<file path="src/rtl/alu_arbiter.sv">
`default_nettype none
// =============================================================================
// alu_arbiter : shares one external ALU between NUM_REQ valid/ready requesters.
// Optional macro ALU_ARB_FIXED_PRIO_EN: lowest-index requester always wins.
// Revision: 1.0
// =============================================================================

package alu_arbiter_pkg;
  typedef enum logic [3:0] {
    ALU_OP_ZERO = 4'd0,
    ALU_OP_ADD  = 4'd1,
    ALU_OP_SUB  = 4'd2,
    ALU_OP_AND  = 4'd3,
    ALU_OP_OR   = 4'd4,
    ALU_OP_XOR  = 4'd5,
    ALU_OP_SLL  = 4'd6,
    ALU_OP_SRL  = 4'd7,
    ALU_OP_SRA  = 4'd8,
    ALU_OP_SLT  = 4'd9,
    ALU_OP_SLTU = 4'd10,
    ALU_OP_SEQ  = 4'd11
  } alu_op_t;
endpackage

module alu_arbiter
  import alu_arbiter_pkg::*;
#(
  parameter int NUM_REQ = 2,
  localparam int IDX_W  = $clog2(NUM_REQ)
) (
  input  logic                         clk,
  input  logic                         rst_n,
  input  logic    [NUM_REQ-1:0]        req_valid,
  output logic    [NUM_REQ-1:0]        req_ready,
  input  alu_op_t [NUM_REQ-1:0]        req_op,
  input  logic    [NUM_REQ-1:0][31:0]  req_lhs,
  input  logic    [NUM_REQ-1:0][31:0]  req_rhs,
  output logic    [NUM_REQ-1:0]        resp_valid,
  input  logic    [NUM_REQ-1:0]        resp_ready,
  output logic    [31:0]               resp_data,
  output alu_op_t                      alu_op,
  output logic    [31:0]               alu_lhs,
  output logic    [31:0]               alu_rhs,
  input  logic    [31:0]               alu_out
);

  typedef enum logic [1:0] {
    IDLE = 2'd0,
    EXEC = 2'd1,
    RESP = 2'd2
  } state_t;

  state_t             state;
  state_t             state_nxt;
  logic [IDX_W-1:0]   owner;
  logic [IDX_W-1:0]   grant;
  logic               grant_ok;
  logic [IDX_W-1:0]   search_base;
  logic [NUM_REQ-1:0] grant_oh;
  logic [NUM_REQ-1:0] owner_oh;
  logic               req_hs;
  logic               resp_hs;

  function automatic logic [IDX_W-1:0] wrap_add(input logic [IDX_W-1:0] base,
                                                input logic [IDX_W-1:0] off);
    logic [IDX_W:0] sum;
    sum = {1'b0, base} + {1'b0, off};
    if (sum >= (IDX_W+1)'(NUM_REQ)) sum = sum - (IDX_W+1)'(NUM_REQ);
    return sum[IDX_W-1:0];
  endfunction

  // Walk the ring from the farthest offset back to base so the closest valid wins.
  function automatic logic [IDX_W:0] pick(input logic [NUM_REQ-1:0] valid,
                                          input logic [IDX_W-1:0]   base);
    logic [IDX_W-1:0] idx;
    logic [IDX_W:0]   res;
    res = '0;
    for (int k = NUM_REQ - 1; k >= 0; k--) begin
      idx = wrap_add(base, IDX_W'(k));
      if (valid[idx]) res = {1'b1, idx};
    end
    return res;
  endfunction

`ifdef ALU_ARB_FIXED_PRIO_EN
  assign search_base = '0;
`else
  logic [IDX_W-1:0] ptr;

  always_ff @(posedge clk or negedge rst_n) begin
    if (!rst_n) begin
      ptr <= '0;
    end else if (req_hs) begin
      ptr <= wrap_add(grant, IDX_W'(1));
    end
  end

  assign search_base = ptr;
`endif

  assign {grant_ok, grant} = pick(req_valid, search_base);
  assign grant_oh  = {{(NUM_REQ-1){1'b0}}, 1'b1} << grant;
  assign owner_oh  = {{(NUM_REQ-1){1'b0}}, 1'b1} << owner;
  assign req_hs    = (state == IDLE) && grant_ok;
  assign resp_hs   = (state == RESP) && resp_ready[owner];
  assign req_ready = req_hs ? grant_oh : '0;

  always_ff @(posedge clk or negedge rst_n) begin
    if (!rst_n) begin
      state <= IDLE;
    end else begin
      state <= state_nxt;
    end
  end

  always_comb begin
    state_nxt = state;
    case (state)
      IDLE:    if (req_hs) state_nxt = EXEC;
      EXEC:    state_nxt = RESP;
      RESP:    if (resp_hs) state_nxt = IDLE;
      default: state_nxt = IDLE;
    endcase
  end

  always_ff @(posedge clk or negedge rst_n) begin
    if (!rst_n) begin
      owner      <= '0;
      alu_op     <= ALU_OP_ZERO;
      alu_lhs    <= '0;
      alu_rhs    <= '0;
      resp_valid <= '0;
      resp_data  <= '0;
    end else begin
      if (req_hs) begin
        alu_op  <= req_op[grant];
        alu_lhs <= req_lhs[grant];
        alu_rhs <= req_rhs[grant];
        owner   <= grant;
      end
      if (state == EXEC) begin
        resp_data  <= alu_out;
        resp_valid <= owner_oh;
      end else if (resp_hs) begin
        resp_valid <= '0;
      end
    end
  end

endmodule

`default_nettype wire

</file>
<file path="config.mk">
export PLATFORM = sky130hd
export DESIGN_NAME = alu_arbiter
export DESIGN_NICKNAME = d
export VERILOG_FILES = /design/src/rtl/alu_arbiter.sv
export SDC_FILE = /design/constraint.sdc
export NUM_CORES = 1
export LEC_CHECK = 0
export ABC_AREA = 1
export BUFFER_PORTS_ARGS = -buffer_cell sky130_fd_sc_hd__buf_2
export CAP_MARGIN = 20
export CELL_PAD_IN_SITES_DETAIL_PLACEMENT = 1
export CELL_PAD_IN_SITES_GLOBAL_PLACEMENT = 1
export CORE_MARGIN = 2
export CORE_UTILIZATION = 27
export DETAILED_ROUTE_END_ITERATION = 8
export GPL_ROUTABILITY_DRIVEN = 0
export PLACE_DENSITY_LB_ADDON = 0.12
export SETUP_SLACK_MARGIN = 0.4
export SLEW_MARGIN = 20
export SYNTH_ARGS = -nofsm -noshare
export SYNTH_HDL_FRONTEND = slang
export SYNTH_SLANG_ARGS = --single-unit
</file>
<file path="constraint.sdc">
create_clock -name clk -period 1.2 [get_ports clk]
set_clock_uncertainty 0.15 [all_clocks]
set_input_delay 0.18 -clock clk [delete_from_list [all_inputs] [get_ports clk]]
set_output_delay 0.18 -clock clk [all_outputs]
set_load 0.05 [all_outputs]
</file>
After elaboration in Yosys (flattened, before gate mapping) --
Cells that the tools add are included.
Operators by class: add/subtract/negate cells 5, $lt $le $gt $ge 7, equality and inequality tests 4, shift-type cells 2, multiplexer cells 22, reduce and logical (&&, ||, !) cells 5
Operator list (count):
- 32-bit 2-to-1 mux | 4
- 2-bit 2-to-1 mux | 6
- 1-bit 2-to-1 mux | 9
- 1-bit by 2-bit less-than comparator with 1-bit output (second input constant) | 4
- 4-bit 2-to-1 mux | 2
- 2-bit case mux with 3 select lines | 1
- 1-bit by 1-bit adder with 2-bit output (second input constant) | 2
- 2-bit greater-or-equal comparator (second input constant) | 2
- 2-bit != test (second input constant) | 2
- 1-bit by 1-bit left shift with 2-bit output (first input constant) | 2
- 1-bit subtractor (second input constant) | 3
- 2-bit by 1-bit == test with 1-bit output (second input constant) | 1
- 2-bit == test (second input constant) | 1
- 1-bit by 2-bit greater-or-equal comparator with 1-bit output (second input constant) | 1
- 1-bit logical AND | 2
- 2-bit zero test | 1
- 2-bit AND reduction | 1
- 2-bit nonzero test | 1
Storage, ports and cells: bits in registers 106, output and inout bits 104

Longest topological paths before layout --
depth after elaboration 10, gate-level depth with buffers 6

Worst setup path before layout --
Ideal clock, no wire load.
path type reg2out, start register ptr, end output req_ready[1], arrival time 1.428 ns, required time 0.870 ns, path slack -0.558 ns, cell stages (with the launch flop) 6, cells stage by stage dfrtp_1 inv_1 nand2_1 nand2_1 buf_2 nor2_1
On the way: cells in the longest elaborated chain, start to end 9, elaborated cells between the ends (all ways) 16, those cells by class add/sub (3); order compare (2); shift (1); mux (9); reduce/logical (1)
RTL lines:
- from (decl) | line 88 | logic [IDX_W-1:0] ptr;
- from (signal assigned) | line 94 | ptr <= wrap_add(grant, IDX_W'(1));
- 1-bit by 1-bit adder with 2-bit output | line 67 | sum = {1'b0, base} + {1'b0, off};
- 2-bit greater-or-equal comparator or 1-bit subtractor (tied branches) | line 68 | if (sum >= (IDX_W+1)'(NUM_REQ)) sum = sum - (IDX_W+1)'(NUM_REQ);
- 1-bit 2-to-1 mux | line 68
- 1-bit 2-to-1 mux (not written as such) (2 in a row) | line 80 | if (valid[idx]) res = {1'b1, idx};
- 2-bit 2-to-1 mux | line 80
- 2-bit 2-to-1 mux * | line 80
- 1-bit by 1-bit left shift with 2-bit output or 1-bit logical AND (tied branches) | line 102, 104
- 2-bit 2-to-1 mux * | line 106 | assign req_ready = req_hs ? grant_oh : '0;
- to (decl) | line 34 | output logic [NUM_REQ-1:0] req_ready,
Every way passes the cells marked *; elsewhere a longest branch is shown, timed or not. The select of a mux whose other input is x is not followed.

Final worst setup path --
start register state[0], end output req_ready[0]
On the way: cells in the longest elaborated chain, start to end 3
RTL lines:
- from (decl) | line 53 | state_t state;
- from (signal assigned) | line 112 | state <= state_nxt;
- 2-bit zero test | line 104 | assign req_hs = (state == IDLE) && grant_ok;
- 1-bit logical AND | line 104
- 2-bit 2-to-1 mux | line 106
No other way between the ends.

==> metrics.yaml <==
startpoint_type: "flop"
crit_chain: "inv_2 -> nand2_4 -> nor2_4 -> nand2_2 -> clkinvlp_4 -> buf_12"
final_cell_mix: "172 x buf_2, 120 x nand2_1, 110 x buf_6"
wl_per_cell_um: 20.79
antenna_found_initial: 5
clk_pin_slew_ps: 80
setup_viol: 210
nNetsFinal: 1094
dp.cells: 1037
drt_iter0_drc: 257
timing.slew.headroom_pct: 70.93
violations: "hold timing, setup timing"
drtAntennaViolNets: 0
required_ps: 870
cts.path.max_buffers: 2
powerDensity_nw_per_um2: 3512
die_h_um: 136.7
power.leakage_nw: 4.804
grt_usage_pct: 23.74
r2r_start: "state[0]"
max-cap-violations: 0
crit_family: "flip-flops"
first_pass_iters: 4
period_minus_slack_ps: 1654
whs_path_depth: 3
fin_hold_ws_ps: -141.1
yosysSeqAreaShare_pct: 55.82
status: "finished, violations left"
grt_pass1_vias: 6084
grt_overflow: 0
worst_ep_arrival_time_ps: 1320
use_met1_pct: 29.77
cp_num_buf_inv: 3
max_freq_mhz: 604.6
met2_usage_pct: 39.78
io_pins: 278
place_ws_ps: -335.8
cts_tree: "done"
n_fill_cell: 1957
die_x_um: 136.7
min_path_type: "input port to flop"
drc_errors: 0
syn_nets: 729
netlist_instances: 555
vdd_drop_max_mv: 1.480
syn_area_um2: 4752
hold_path_end: "resp_data[29]"
grt_use_met3_pct: 5.889
routed_wirelength_um: 24020
design_area_um2: 9565
grt_max_degree: 61
clockRootBuffer: "clkbuf_16"
grt_pass1_wl_um: 33680
core_area_um2: 17240
cp_max_fo: 3
area_delta_synth_final_pct: 101.3
worstReg2RegEnd: "alu_lhs[2]"
vias_per_cell: 5.091
dieArea_um2: 18680
placed_area_um2: 6753
crit_path_end_kind: "primary output"
ys.warnings.count: 0
initial_core_util_pct: 27.57
htree_num_levels: 3
drv_slew: 0
worstMarginPinSlew_ps: 434.4
drive_gt1_share_pct: 67.89
fin_cells: 1155
hold_start: "alu_out[29]"
hpwl_um: 13600
mostFrequentLayoutCell: "buf_2"
rows: 48
cts.sinks: 106
numCtsBuffers: 9
critical_path_class: "flop to primary output"
finalHoldViolations: 100
cp_slowest_cell: "dfrtp_1"
p_total_mw: 33.59
ys_ff_latch: 106
avgSynthCellArea_um2: 8.562
regToRegSetupSlack_ps: -450
fin_ws_ps: -454.1
min_period_over_period_pct: 137.8
routed-via-count: 5880
synthDistinctLibCells: 15
port_buffers: 277
rsz0062_at_grt: "yes"
clock_latency_ps: 360
critPathMaxStageDelay_ps: 420
reg2reg_depth: 7
top_usage_layer: "met2"
## registers in the layout, indices dropped and copies added, names as in the netlist
| name | flops |
|---|---|
| resp_valid | 2 |
| owner | 1 |
| resp_data | 32 |
| alu_op | 4 |
| alu_rhs | 32 |
| state | 2 |
| ptr | 1 |
| alu_lhs | 32 |
## where the power goes
group          total (mW)  internal, mW  switching (mW)
combinational        23.1          9.87            13.3
sequential           7.20          5.69            1.50
clock                3.27          1.84            1.43
## cell type report
| cell class | count | area, um2 | area share, % |
|---|---|---|---|
| clock buffers | 10 | 229.0 | 2.394 |
| clock inverters | 6 | 91.34 | 0.9549 |
| well taps | 225 | 281.5 | 2.943 |
| diodes | 5 | 12.51 | 0.1308 |
| repair buffers | 401 | 3719 | 38.88 |
| repair inverters | 1 | 16.27 | 0.1700 |
| flip-flops and latches | 106 | 2780 | 29.06 |
| inverters | 6 | 38.79 | 0.4055 |
| multi-input cells | 395 | 2397 | 25.06 |
## cell families (layout without fill, tap and decap cells)
group | count (synthesis) | after routing | synth area share [%]
simple gates | 391 | 391 | 38.49
compound gates | 3 | 4 | 0.3950
other cells | 0 | 5 | 0
flops | 106 | 106 | 55.82
buf+inv | 55 | 424 | 5.292
## per-layer routing
metal	share of wire (%)	up-vias
li1	-	2652
met1	41	2984
met2	51	209
met3	6.1	33
met4	2.0	2
met5	0.054	-
## worst register-to-register path, delay by kind of cell, from the launching register on
kind / cells / cell delay (ps)
buf+inv: 3 / 460
flops: 1 / 420
compound gates: 1 / 180
simple gates: 3 / 330
## repair_timing
action,in CTS,in global routing
resized for setup,264,131
hold endpoints to repair,206,206
setup endpoints to repair,210,314
pin swaps,6,82
buffers inserted,24,49
hold buffers,1,1
cloned,18,5
## synth_stat cells
| cell type | instances | area (um2) |
|---|---|---|
| inv_2 | 3 | 11.26 |
| inv_1 | 3 | 11.26 |
| o21ai_1 | 2 | 10.01 |
| nand2_2 | 1 | 6.260 |
| buf_4 | 1 | 7.510 |
| nand3_1 | 139 | 695.7 |
| buf_1 | 5 | 18.77 |
| clkbuf_1 | 10 | 37.54 |
| nor2_4 | 2 | 22.52 |
| buf_2 | 33 | 165.2 |
| nor2_1 | 3 | 11.26 |
| dfrtp_1 | 106 | 2653 |
| o21ai_2 | 1 | 8.760 |
| nand4_1 | 68 | 425.4 |
| nand2_1 | 178 | 668.1 |
## per-stage QoR
stage | setup TNS (ps) | utilization [%]
2_1_floorplan | -4637 | -
3_3_place_gp | -20140 | 39.18
3_5_place_dp | -24380 | 39.18
4_1_cts | -40800 | 49.86
5_1_grt | -50110 | 55.48
6_report | -41100 | 55.50
## worst max-delay path by stage
stage / depth (start not counted) / startpoint / endpoint
after floorplan: 5 / ptr / req_ready[1]
after global placement: 5 / state[0] / resp_data[11]
after detailed placement: 5 / state[0] / resp_data[22]
after CTS: 6 / ptr / req_ready[1]
after global routing: 7 / state[0] / alu_lhs[2]
final: 6 / state[0] / req_ready[0]
Note: power is estimated with default switching activity, not from simulation.
